==> src/rtl/task_join_ctrl.sv <==
// Fork/join controller: launches up to N_CH children and releases the parent in join-all,
// join-any or join-none mode. Optional episode timeout enabled by TASK_JOIN_TIMEOUT_EN.
module task_join_ctrl #(
    parameter int unsigned N_CH      = 4,
    parameter int unsigned TIMEOUT_W = 16,
    parameter int unsigned ID_W      = (N_CH > 1) ? $clog2(N_CH) : 1
) (
    input  logic                 clk,
    input  logic                 rst,
    input  logic                 start,
    input  logic [1:0]           mode,
    input  logic [N_CH-1:0]      en_mask,
    input  logic [TIMEOUT_W-1:0] timeout,
    input  logic [N_CH-1:0]      done_in,
    output logic [N_CH-1:0]      launch,
    output logic                 busy,
    output logic                 join_done,
    output logic                 all_done,
    output logic [N_CH-1:0]      done_vec,
    output logic [ID_W-1:0]      first_id,
    output logic                 timed_out,
    output logic [TIMEOUT_W-1:0] elapsed
);

    localparam logic [1:0] StIdle   = 2'd0;
    localparam logic [1:0] StLaunch = 2'd1;
    localparam logic [1:0] StWait   = 2'd2;
    localparam logic [1:0] StDrain  = 2'd3;

    localparam logic [1:0] ModeAny  = 2'd1;
    localparam logic [1:0] ModeNone = 2'd2;

    logic [1:0]           state_q, state_d;
    logic [1:0]           mode_q;
    logic [N_CH-1:0]      mask_q, launch_q, done_vec_q;
    logic [N_CH-1:0]      acc, vec_next;
    logic                 join_given_q, join_done_q, all_done_q;
    logic [ID_W-1:0]      first_id_q, low_idx;
    logic [TIMEOUT_W-1:0] elapsed_q;
    logic                 active, fill, to_fire, join_d, all_d, given_d;

`ifdef TASK_JOIN_TIMEOUT_EN
    logic [TIMEOUT_W-1:0] timeout_q;
    logic                 timed_out_q;
`else
    logic unused_timeout;
    assign unused_timeout = ^timeout;
`endif

    always_comb begin
        // The all_done cycle closes the episode; nothing more is accepted there.
        active   = (state_q != StIdle) && !all_done_q;
        acc      = active ? (done_in & mask_q & ~done_vec_q) : '0;
        vec_next = done_vec_q | acc;
        fill     = (acc != '0) && (vec_next == mask_q);
        low_idx  = '0;
        for (int i = N_CH - 1; i >= 0; i--) begin
            if (acc[i]) low_idx = ID_W'(i);
        end
`ifdef TASK_JOIN_TIMEOUT_EN
        to_fire = active && (state_q == StWait || state_q == StDrain) &&
                  (timeout_q != '0) && (elapsed_q == timeout_q) && !fill;
`else
        to_fire = 1'b0;
`endif
        join_d  = !join_given_q && (fill || to_fire || (mode_q == ModeAny && acc != '0));
        all_d   = fill || to_fire;
        given_d = join_given_q || join_d;
        state_d = given_d ? StDrain : StWait;
    end

    always_ff @(posedge clk) begin
        if (rst) begin
            state_q      <= StIdle;
            mode_q       <= '0;
            mask_q       <= '0;
            launch_q     <= '0;
            done_vec_q   <= '0;
            join_given_q <= 1'b0;
            join_done_q  <= 1'b0;
            all_done_q   <= 1'b0;
            first_id_q   <= '0;
            elapsed_q    <= '0;
`ifdef TASK_JOIN_TIMEOUT_EN
            timeout_q    <= '0;
            timed_out_q  <= 1'b0;
`endif
        end else begin
            launch_q    <= '0;
            join_done_q <= 1'b0;
            all_done_q  <= 1'b0;
            if (state_q == StIdle) begin
                if (start) begin
                    state_q      <= StLaunch;
                    mode_q       <= mode;
                    mask_q       <= en_mask;
                    launch_q     <= en_mask;
                    join_done_q  <= (mode == ModeNone) || (en_mask == '0);
                    join_given_q <= (mode == ModeNone) || (en_mask == '0);
                    all_done_q   <= (en_mask == '0);
                    done_vec_q   <= '0;
                    first_id_q   <= '0;
                    elapsed_q    <= '0;
`ifdef TASK_JOIN_TIMEOUT_EN
                    timeout_q    <= timeout;
                    timed_out_q  <= 1'b0;
`endif
                end
            end else if (all_done_q) begin
                state_q <= StIdle;
            end else begin
                state_q      <= state_d;
                done_vec_q   <= vec_next;
                join_done_q  <= join_d;
                all_done_q   <= all_d;
                join_given_q <= given_d;
                if (done_vec_q == '0 && acc != '0) first_id_q <= low_idx;
                if (elapsed_q != '1) elapsed_q <= elapsed_q + TIMEOUT_W'(1);
`ifdef TASK_JOIN_TIMEOUT_EN
                if (to_fire) timed_out_q <= 1'b1;
`endif
            end
        end
    end

    assign launch    = launch_q;
    assign busy      = (state_q != StIdle);
    assign join_done = join_done_q;
    assign all_done  = all_done_q;
    assign done_vec  = done_vec_q;
    assign first_id  = first_id_q;
    assign elapsed   = elapsed_q;
`ifdef TASK_JOIN_TIMEOUT_EN
    assign timed_out = timed_out_q;
`else
    assign timed_out = 1'b0;
`endif

endmodule
==> config.mk <==
export PLATFORM = sky130hd
export DESIGN_NAME = task_join_ctrl
export DESIGN_NICKNAME = d
export VERILOG_FILES = /design/src/rtl/task_join_ctrl.sv
export SDC_FILE = /design/constraint.sdc
export NUM_CORES = 1
export LEC_CHECK = 0
export BUFFER_PORTS_ARGS = -buffer_cell sky130_fd_sc_hd__buf_2
export CORE_MARGIN = 2
export CORE_UTILIZATION = 38
export CTS_CLUSTER_DIAMETER = 80
export DETAILED_ROUTE_END_ITERATION = 7
export SYNTH_ARGS = -nofsm -noshare
export SYNTH_HDL_FRONTEND = slang
export SYNTH_SLANG_ARGS = --single-unit
==> constraint.sdc <==
create_clock -name clk -period 2.9 [get_ports clk]
set_clock_uncertainty 0.1 [all_clocks]
set_input_delay 0.58 -clock clk [delete_from_list [all_inputs] [get_ports clk]]
set_output_delay 0.58 -clock clk [all_outputs]
set_load 0.01 [all_outputs]
# --- Word level (Yosys, flattened, before mapping) ---
# Cells that the tools add are included.
classes:
  n_lt_le_gt_ge: 0
  n_bitwise: 6
  eq_ne: 6
  muxes: 29
  reduce_logical: 22
  shifts: 0
  div_mod_pow: 0
  multipliers: 0
  add_sub_neg: 1
op_table:
  columns: ["cell", "n"]
  rows:
  - ["$mux 16", 4]
  - ["$mux 2", 11]
  - ["$add 16x1->16 const B", 1]
  - ["$mux 4", 4]
  - ["$ne 16x16->1 const B", 1]
  - ["$mux 1", 10]
  - ["$and 4x4->4", 2]
  - ["$logic_not 4->1", 2]
  - ["$reduce_and 3->1", 2]
  - ["$reduce_bool 2->1", 3]
  - ["$logic_and 1x1->1", 5]
  - ["$eq 4x4->1", 1]
  - ["$not 4->4", 1]
  - ["$or 4x4->4", 1]
  - ["$reduce_and 2->1", 2]
  - ["$reduce_bool 4->1", 1]
  - ["$logic_or 1x1->1", 3]
  - ["$reduce_or 3->1", 1]
  - ["$eq 2x1->1 const B", 1]
  - ["$eq 2x2->1 const B", 1]
  - ["$logic_not 1->1", 2]
  - ["$logic_not 2->1", 1]
  - ["$ne 2x1->1 const B", 1]
  - ["$ne 2x2->1 const B", 1]
  - ["$not 1->1", 2]
word_totals:
  mem_bits_rw: 0
  output_inout_bits: 30
  romBits: 0
  latch_bits: 0
  wordCells: 74
  in_bits: 29
  ff_bits: 37
  memories: 0

# --- Longest topological paths before layout ---
# Gate-level depths: netlist of run 1.
depth:
  word_depth: 12
  depth_mapped: 7
  ltp_nobuf: 6

# --- Worst setup path before layout of run 1 ---
# No wires, ideal clock.
synth_timing:
  path_kind: "input to register"
  from: "input port start"
  to: "register elapsed_q[13] (netlist: elapsed[13])"
  setup_time_ps: 115
  n_path_buf: 1
  path_stages: 6
  slack_ps: 908
  arrival_ps: 1778
  required_ps: 2685
  path_cell_list: "nor3b_2 > nor2_1 > a31o_4 > buf_2 > o31a_1 > o21a_1"
synth_between:
  elab_chain_len: 2
synth_lines:
  columns: ["element", "line_no", "source"]
  rows:
  - ["from (decl)", "10", "input logic start,"]
  - ["$ne 2x2->1 (no line)", null, null]
  - ["$reduce_and 3->1 (no line)", null, null]
  - ["to (signal assigned)", "118", "if (elapsed_q != '1) elapsed_q <= elapsed_q + TIMEOUT_W'(1);"]
  - ["to (decl)", "39", "logic [TIMEOUT_W-1:0] elapsed_q;"]
# Every way passes these cells.
# A chain may end at the register's enable or synchronous reset.

# --- Worst setup path after layout of run 1 ---
layout_timing:
  from: "register state_q[1]"
  to: "register join_done_q (netlist: join_done)"
layout_between:
  elab_chain_len: 10
  elab_cells_between_ends: 13
  classes_between: "1 x eq/ne; 3 x mux; 1 x bitwise; 8 x reduce/logical"
layout_lines:
  columns: ["element", "line_no", "source"]
  rows:
  - ["from (decl)", "33", "logic [1:0] state_q, state_d;"]
  - ["from (signal assigned)", "74", "state_q <= StIdle;"]
  - ["from (signal assigned)", "94", "state_q <= StLaunch;"]
  - ["from (signal assigned)", "110", "state_q <= StIdle;"]
  - ["$reduce_bool 2->1", "52", "active = (state_q != StIdle) && !all_done_q;"]
  - ["$logic_and 1x1->1", "52", null]
  - ["$mux 4", "53", "acc = active ? (done_in & mask_q & ~done_vec_q) : '0;"]
  - ["$or 4x4->4", "54", "vec_next = done_vec_q | acc;"]
  - ["$eq 4x4->1", "55", "fill = (acc != '0) && (vec_next == mask_q);"]
  - ["$logic_and 1x1->1", "55", null]
  - ["$logic_or 1x1->1", "66", "join_d = !join_given_q && (fill || to_fire || (mode_q == ModeAny && acc != '0));"]
  - ["$logic_and 1x1->1", "66", null]
  - ["$mux 1", "109", "end else if (all_done_q) begin"]
  - ["$mux 1 *", "92", "if (state_q == StIdle) begin"]
  - ["to (signal assigned)", "98", "join_done_q <= (mode == ModeNone) || (en_mask == '0);"]
  - ["to (signal assigned)", "114", "join_done_q <= join_d;"]
  - ["to (decl)", "37", "logic join_given_q, join_done_q, all_done_q;"]
# Every way passes the cells marked *; elsewhere a longest branch is shown, timed or not.

==> impl_metrics.csv, run 1 <==
group,metric,value,unit
run_status,outcome,"completed",
clock_tree,hold_buffers,0,
detailed_routing,vias,1595,
floorplan,row_count,24,
clock_tree,cts_setup_buffers,0,
power,p_per_area,534,nW/um^2
yosys,syn_area,1700,sq um
global_routing,grt_pass1_vias,1496,
yosys,yosysUniqueCellTypes,48,
floorplan,die_area,5020,sq um
setup_path,cp.arrival,2100,ps
yosys,synthesis.nets,228,
detailed_routing,drtIter0Drc,85,
sta,report.final.hold_viol_count,0,
setup_path,cpMaxStageDelayCell,"or4_1",
power,power.leakage,0.000834,uW
placed_design,finalWeightedCongestion,0.756,
detailed_routing,wl_per_cell,13.5,um
placed_design,port_buffers,41,
setup_path,crit_path_max_incr_delay,570,ps
clock_tree,cts_resized,0,
sta,rsz0062_at_grt,"no",
detailed_routing,route.detailed.drc,0,
detailed_routing,wl,4010,um
global_routing,grt_overflow,0,
sta,layout_min_cycle_time,2040,ps
floorplan,io_pins,59,
global_routing,antenna_found_initial,0,
clock_tree,cts_made_buffers,5,
clock_tree,cts.sinks,37,
setup_path,endpoint,"join_done",
floorplan,initial_utilization,0.393,
detailed_routing,drtPass1Iterations,4,
setup_path,reg2reg_to,"join_done",
clock_tree,cts_tree,"done",
yosys,synth.yosys.warnings,0,
setup_path,path_class,"flip-flop to flip-flop",
clock_tree,clk_latency,290,ps
final_layout,fill_cells,444,
floorplan,die_w,70.8,um
setup_path,rrSetupSlack,860,ps
sta,finalSetupViolCount,0,
global_routing,grt_max_degree,17,
setup_path,setup.worst_path.end_class,"flip-flop",
setup_path,timing.rr.start,"state_q[1]",
setup_path,cp_cell_sequence,"nor2_2 -> nor4b_1 -> buf_4 -> or4_1 -> o211ai_1 -> o32ai_1",
sta,setup_tns,0,ps
yosys,synth_async_sr_flop_share,0,
final_layout,fin_nets,274,
yosys,ys_seq_area_frac,0.436,
clock_tree,clock_path_buffers,2,
clock_tree,cts-htree-levels,2,
yosys,synth_cells,198,
power,totalPowerFinal,1090,uW
setup_path,startpoint,"state_q[1]",
setup_path,path_max_fanout,7,
min_path,hold_class,"flip-flop to flip-flop",
sta,worst_pin_slew,735,ps
sta,finalCritPeriodShare,0.704,
setup_path,required,2950,ps
yosys,synth_edf_count,0,
global_routing,grt_usage,0.171,
yosys,synthFlopType,"dfxtp_1",
placed_design,post-dp-hpwl,3030,um
global_routing,grt_pass1_wl,6850,um
final_layout,final_util,0.473,
yosys,avgSynthCellArea,8.58,sq um
detailed_routing,ant_nets,0,
setup_path,r2r_cells,6,
sta,setup_ws,858,ps
final_layout,syn2layout_area_growth,20.5,%
sta,fmax,490,MHz
detailed_routing,vias_per_cell,5.37,
clock_tree,clkTransAtPathRegs,70,ps
final_layout,antenna-diode-count,0,
final_layout,drive_above_1_share,0.249,
placed_design,preCtsSetupSlack,794,ps
floorplan,core-area,4320,sq um
sta,relSlewSlack,0.505,
yosys,yosys_register_bits,37,
floorplan,die_h,70.8,um
power,vdd_drop_max,253,uV
clock_tree,clock-root-buffer,"clkbuf_8",
sta,slew_viol_final,0,
setup_path,start_kind,"flip-flop",
flow_run,drv_cap,0,
==> routing by layer <==
metal / up-vias / routed length (um) / track usage
met3: 4 / 200 / 0.0356
met2: 40 / 1890 / 0.274
li1: 823 / - / -
met5: - / 0 / 0
met4: 0 / 32 / 0.0881
met1: 728 / 1880 / 0.218
==> layout make-up <==
class,count,area (sq um),share of cell area
Clock inverter,2,10.0,0.00489
Multi-Input combinational cell,151,907,0.443
Sequential cell,37,741,0.362
Clock buffer,6,72.6,0.0355
Tap cell,52,65.1,0.0318
Inverter,4,15.0,0.00734
Timing Repair Buffer,45,235,0.115
==> power breakdown <==
group	switching [uW]	total (uW)	internal (uW)
Combinational	125	196	70.9
Sequential	20.1	553	533
Clock	177	344	166
Total	322	1090	771
==> cells in the mapped netlist (3+ instances only) <==
library cell | instances | area (sq um)
inv_1 | 4 | 15.0
nor4b_1 | 3 | 26.3
nand2b_1 | 8 | 50.1
or4_1 | 3 | 22.5
nand4_1 | 4 | 25.0
xnor2_1 | 6 | 52.6
nor2_1 | 20 | 75.1
o21ai_0 | 5 | 25.0
a211oi_1 | 3 | 22.5
nor4_1 | 6 | 37.5
clkbuf_1 | 3 | 11.3
or3_1 | 5 | 31.3
dfxtp_1 | 37 | 741
a31oi_1 | 3 | 18.8
nor3_1 | 3 | 15.0
a21oi_1 | 17 | 85.1
and3_1 | 5 | 31.3
nand3_1 | 8 | 40.0
nand2_1 | 23 | 86.3
==> sequential cells by signal (all words and copies together) (netlist names) <==
register,cells
elapsed,16
first_id,2
join_done,1
join_given_q,1
mask_q,4
mode_q,2
all_done,1
launch,4
state_q,2
done_vec,4
==> critical path: cells and delay by family, from the launching register on <==
family                 cells  cell delay [ps]
AO/OA/AOI/OAI              2              320
buffers and inverters      1              160
flip-flops                 1              350
AND/OR/NAND/NOR            3              980
==> logic make-up (layout without fill, tap and decap cells) <==
family | Yosys count | count (layout) | synth area share
AND/OR/NAND/NOR | 96 | 96 | 0.301
AO/OA/AOI/OAI | 46 | 46 | 0.186
flip-flops | 37 | 37 | 0.436
buffers and inverters | 10 | 57 | 0.0295
XOR/XNOR | 6 | 6 | 0.0310
adder cells (fa/ha/maj) | 1 | 1 | 0.00737
other | 1 | 1 | 0.00221
multiplexers | 1 | 1 | 0.00590
==> worst min-delay path by stage <==
stage,startpoint,endpoint,slack [ps],depth (start not counted)
after floorplan,mode_q[0],mode_q[0],330,2
after global placement,mode_q[1],mode_q[1],340,2
after detailed placement,mode_q[1],mode_q[1],350,2
after CTS,mode_q[1],mode_q[1],360,2
after global routing,mode_q[0],mode_q[0],380,2
final,mode_q[0],mode_q[0],360,2
==> through the flow <==
| step | std cells | hold WS, ps | area (sq um) |
|---|---|---|---|
| after detailed placement | 289 | 350 | 1960 |
| final | 297 | 359 | 2050 |
| after CTS | 297 | 360 | 2050 |
| after floorplan | 198 | 332 | 1700 |
| after global placement | 289 | 342 | 1960 |
| after global routing | 297 | 383 | 2050 |
==> cells in the final DEF (no fill, tap or decap), drive strengths merged, types with 2 or more instances in the layout <==
cell / n
inv: 4
nand2: 23
or3: 5
nor4b: 3
o21ai: 5
nor3: 4
a31oi: 3
or4: 3
nor4: 6
a21oi: 17
nand3: 8
nand2b: 8
and3: 5
buf: 45
a211oi: 3
a31o: 3
clkinv: 2
and4: 2
xnor2: 6
nand4: 4
clkbuf: 6
o21a: 2
dfxtp: 37
nor2: 21
Note: power is estimated with default switching activity, not from simulation.
==> run 2, diff against run 1 <==
Clock period 2.9 ns to 2.03 ns, I/O delays scaled along.
==> run 2 against run 1 <==
Compared with the run above: register-to-register slack lost 740 ps; die area stayed put; sequential share of layout area shrank 2.7 points; critical path type unchanged; first-iteration DRC count down 42%; worst setup slack worse by 740 ps; clock power increased by 91%; worst hold slack lost 90 ps.
==> impl_metrics.csv, run 2 (synthesized netlist as in run 1, its figures left out) <==
group,metric,value,unit
placed_design,post-dp-hpwl,3270,um
detailed_routing,drtIter0Drc,49,
detailed_routing,route.detailed.drc,0,
detailed_routing,wl_per_cell,13.3,um
run_status,outcome,"completed",
setup_path,cp.arrival,2030,ps
final_layout,fin_nets,289,
placed_design,finalWeightedCongestion,0.809,
final_layout,syn2layout_area_growth,30.3,%
floorplan,die_w,70.8,um
power,vdd_drop_max,405,uV
power,clockPowerShare,0.370,
sta,slew_viol_final,0,
clock_tree,cts_setup_buffers,0,
clock_tree,cts-htree-levels,2,
final_layout,final_util,0.512,
clock_tree,clock_path_buffers,2,
floorplan,die_h,70.8,um
detailed_routing,wl,4150,um
power,p_int,1300,uW
sta,fmax,524,MHz
sta,setup_tns,0,ps
detailed_routing,ant_nets,0,
final_layout,final_common_cell,"buf_2",
setup_path,path_max_fanout,14,
sta,finalCritPeriodShare,0.940,
clock_tree,cts_made_buffers,5,
final_layout,antenna-diode-count,0,
power,seq_power_share,0.446,
clock_tree,cts.sinks,37,
clock_tree,cts_tree,"done",
setup_path,cpMaxStageDelayCell,"or4_1",
clock_tree,hold_buffers,0,
global_routing,grt_usage,0.181,
global_routing,antenna_found_initial,0,
global_routing,grt_max_degree,17,
detailed_routing,vias,1664,
detailed_routing,drtPass1Iterations,4,
setup_path,crit_path_max_incr_delay,480,ps
floorplan,io_pins,59,
sta,report.final.hold_viol_count,0,
sta,finalSetupViolCount,0,
final_layout,final_cell_mix,"buf_2 (41), dfxtp_1 (36), nand2_1 (23), nor2_1 (20), buf_4 (19)",
power,switching_power,477,uW
floorplan,initial_utilization,0.393,
power,totalPowerFinal,1780,uW
setup_path,setup.worst_path.end_class,"flip-flop",
sta,layout_min_cycle_time,1910,ps
sta,whs,269,ps
global_routing,grt_pass1_wl,7240,um
min_path,hold_class,"input port to flip-flop",
floorplan,row_count,24,
power,p_comb_frac,0.184,
setup_path,path_class,"flip-flop to flip-flop",
power,swShare,0.269,
global_routing,grt_overflow,0,
sta,rsz0062_at_grt,"yes",
power,power.leakage,0.000930,uW
detailed_routing,vias_per_cell,5.33,
final_layout,drive_above_1_share,0.300,
setup_path,start_kind,"flip-flop",
floorplan,die_area,5020,sq um
clock_tree,clkTransAtPathRegs,70,ps
setup_path,required,2160,ps
placed_design,preCtsSetupSlack,61.5,ps
sta,setup_ws,123,ps
clock_tree,clk_latency,290,ps
final_layout,largest_register_ffs,16,
power,p_per_area,803,nW/um^2
global_routing,grt_pass1_vias,1574,
flow_run,drv_cap,0,
clock_tree,clock-root-buffer,"clkbuf_8",
placed_design,port_buffers,41,
setup_path,cp_cell_sequence,"buf_4 -> o21ba_2 -> nor2_1 -> a31o_4 -> or4_1 -> a21oi_1",
floorplan,core-area,4320,sq um
clock_tree,cts_resized,0,
setup_path,rrSetupSlack,120,ps
-- run 2: final timing paths --
check	from	cells past startpoint	end
worst max register to register	state_q[0]	6	elapsed[9]
worst min-delay path	en_mask[3]	2	launch[3]
worst min register to register	mode_q[0]	2	mode_q[0]
worst max-delay path	state_q[0]	6	elapsed[9]
-- run 2: layout make-up --
type	count	area (sq um)
Tap cell	52	65.1
Inverter	4	15.0
Multi-Input combinational cell	151	926
Fill cell	460	2110
Timing Repair Buffer	60	348
Clock inverter	1	30.0
Sequential cell	37	742
Clock buffer	7	86.3
-- run 2: power by group through the flow --
stage	Clock, uW	Sequential (uW)	Combinational, uW
finish	658	792	327
floorplan	0	809	184
detailed placement	0	804	320
global route	703	797	371
global placement	0	803	318
CTS	672	787	321
-- run 2: critical path, delay by kind of cell, from the launching register on --
| kind | cells | cell delay, ps |
|---|---|---|
| simple gates | 2 | 590 |
| buf+inv | 1 | 150 |
| flops | 1 | 380 |
| compound gates | 3 | 620 |
-- run 2: per-stage QoR --
step,std cells,cell area [sq um]
6_report,312,2210
5_1_grt,312,2210
4_1_cts,312,2190
3_5_place_dp,304,2080
3_3_place_gp,304,2080
2_1_floorplan,198,1700
-- run 2: metal layers --
| metal | global-route usage | share of wire | vias up |
|---|---|---|---|
| li1 | - | - | 848 |
| met5 | 0 | 0 | - |
| met4 | 0.0503 | 0.011 | 0 |
| met2 | 0.298 | 0.48 | 31 |
| met1 | 0.232 | 0.46 | 778 |
| met3 | 0.0527 | 0.049 | 7 |
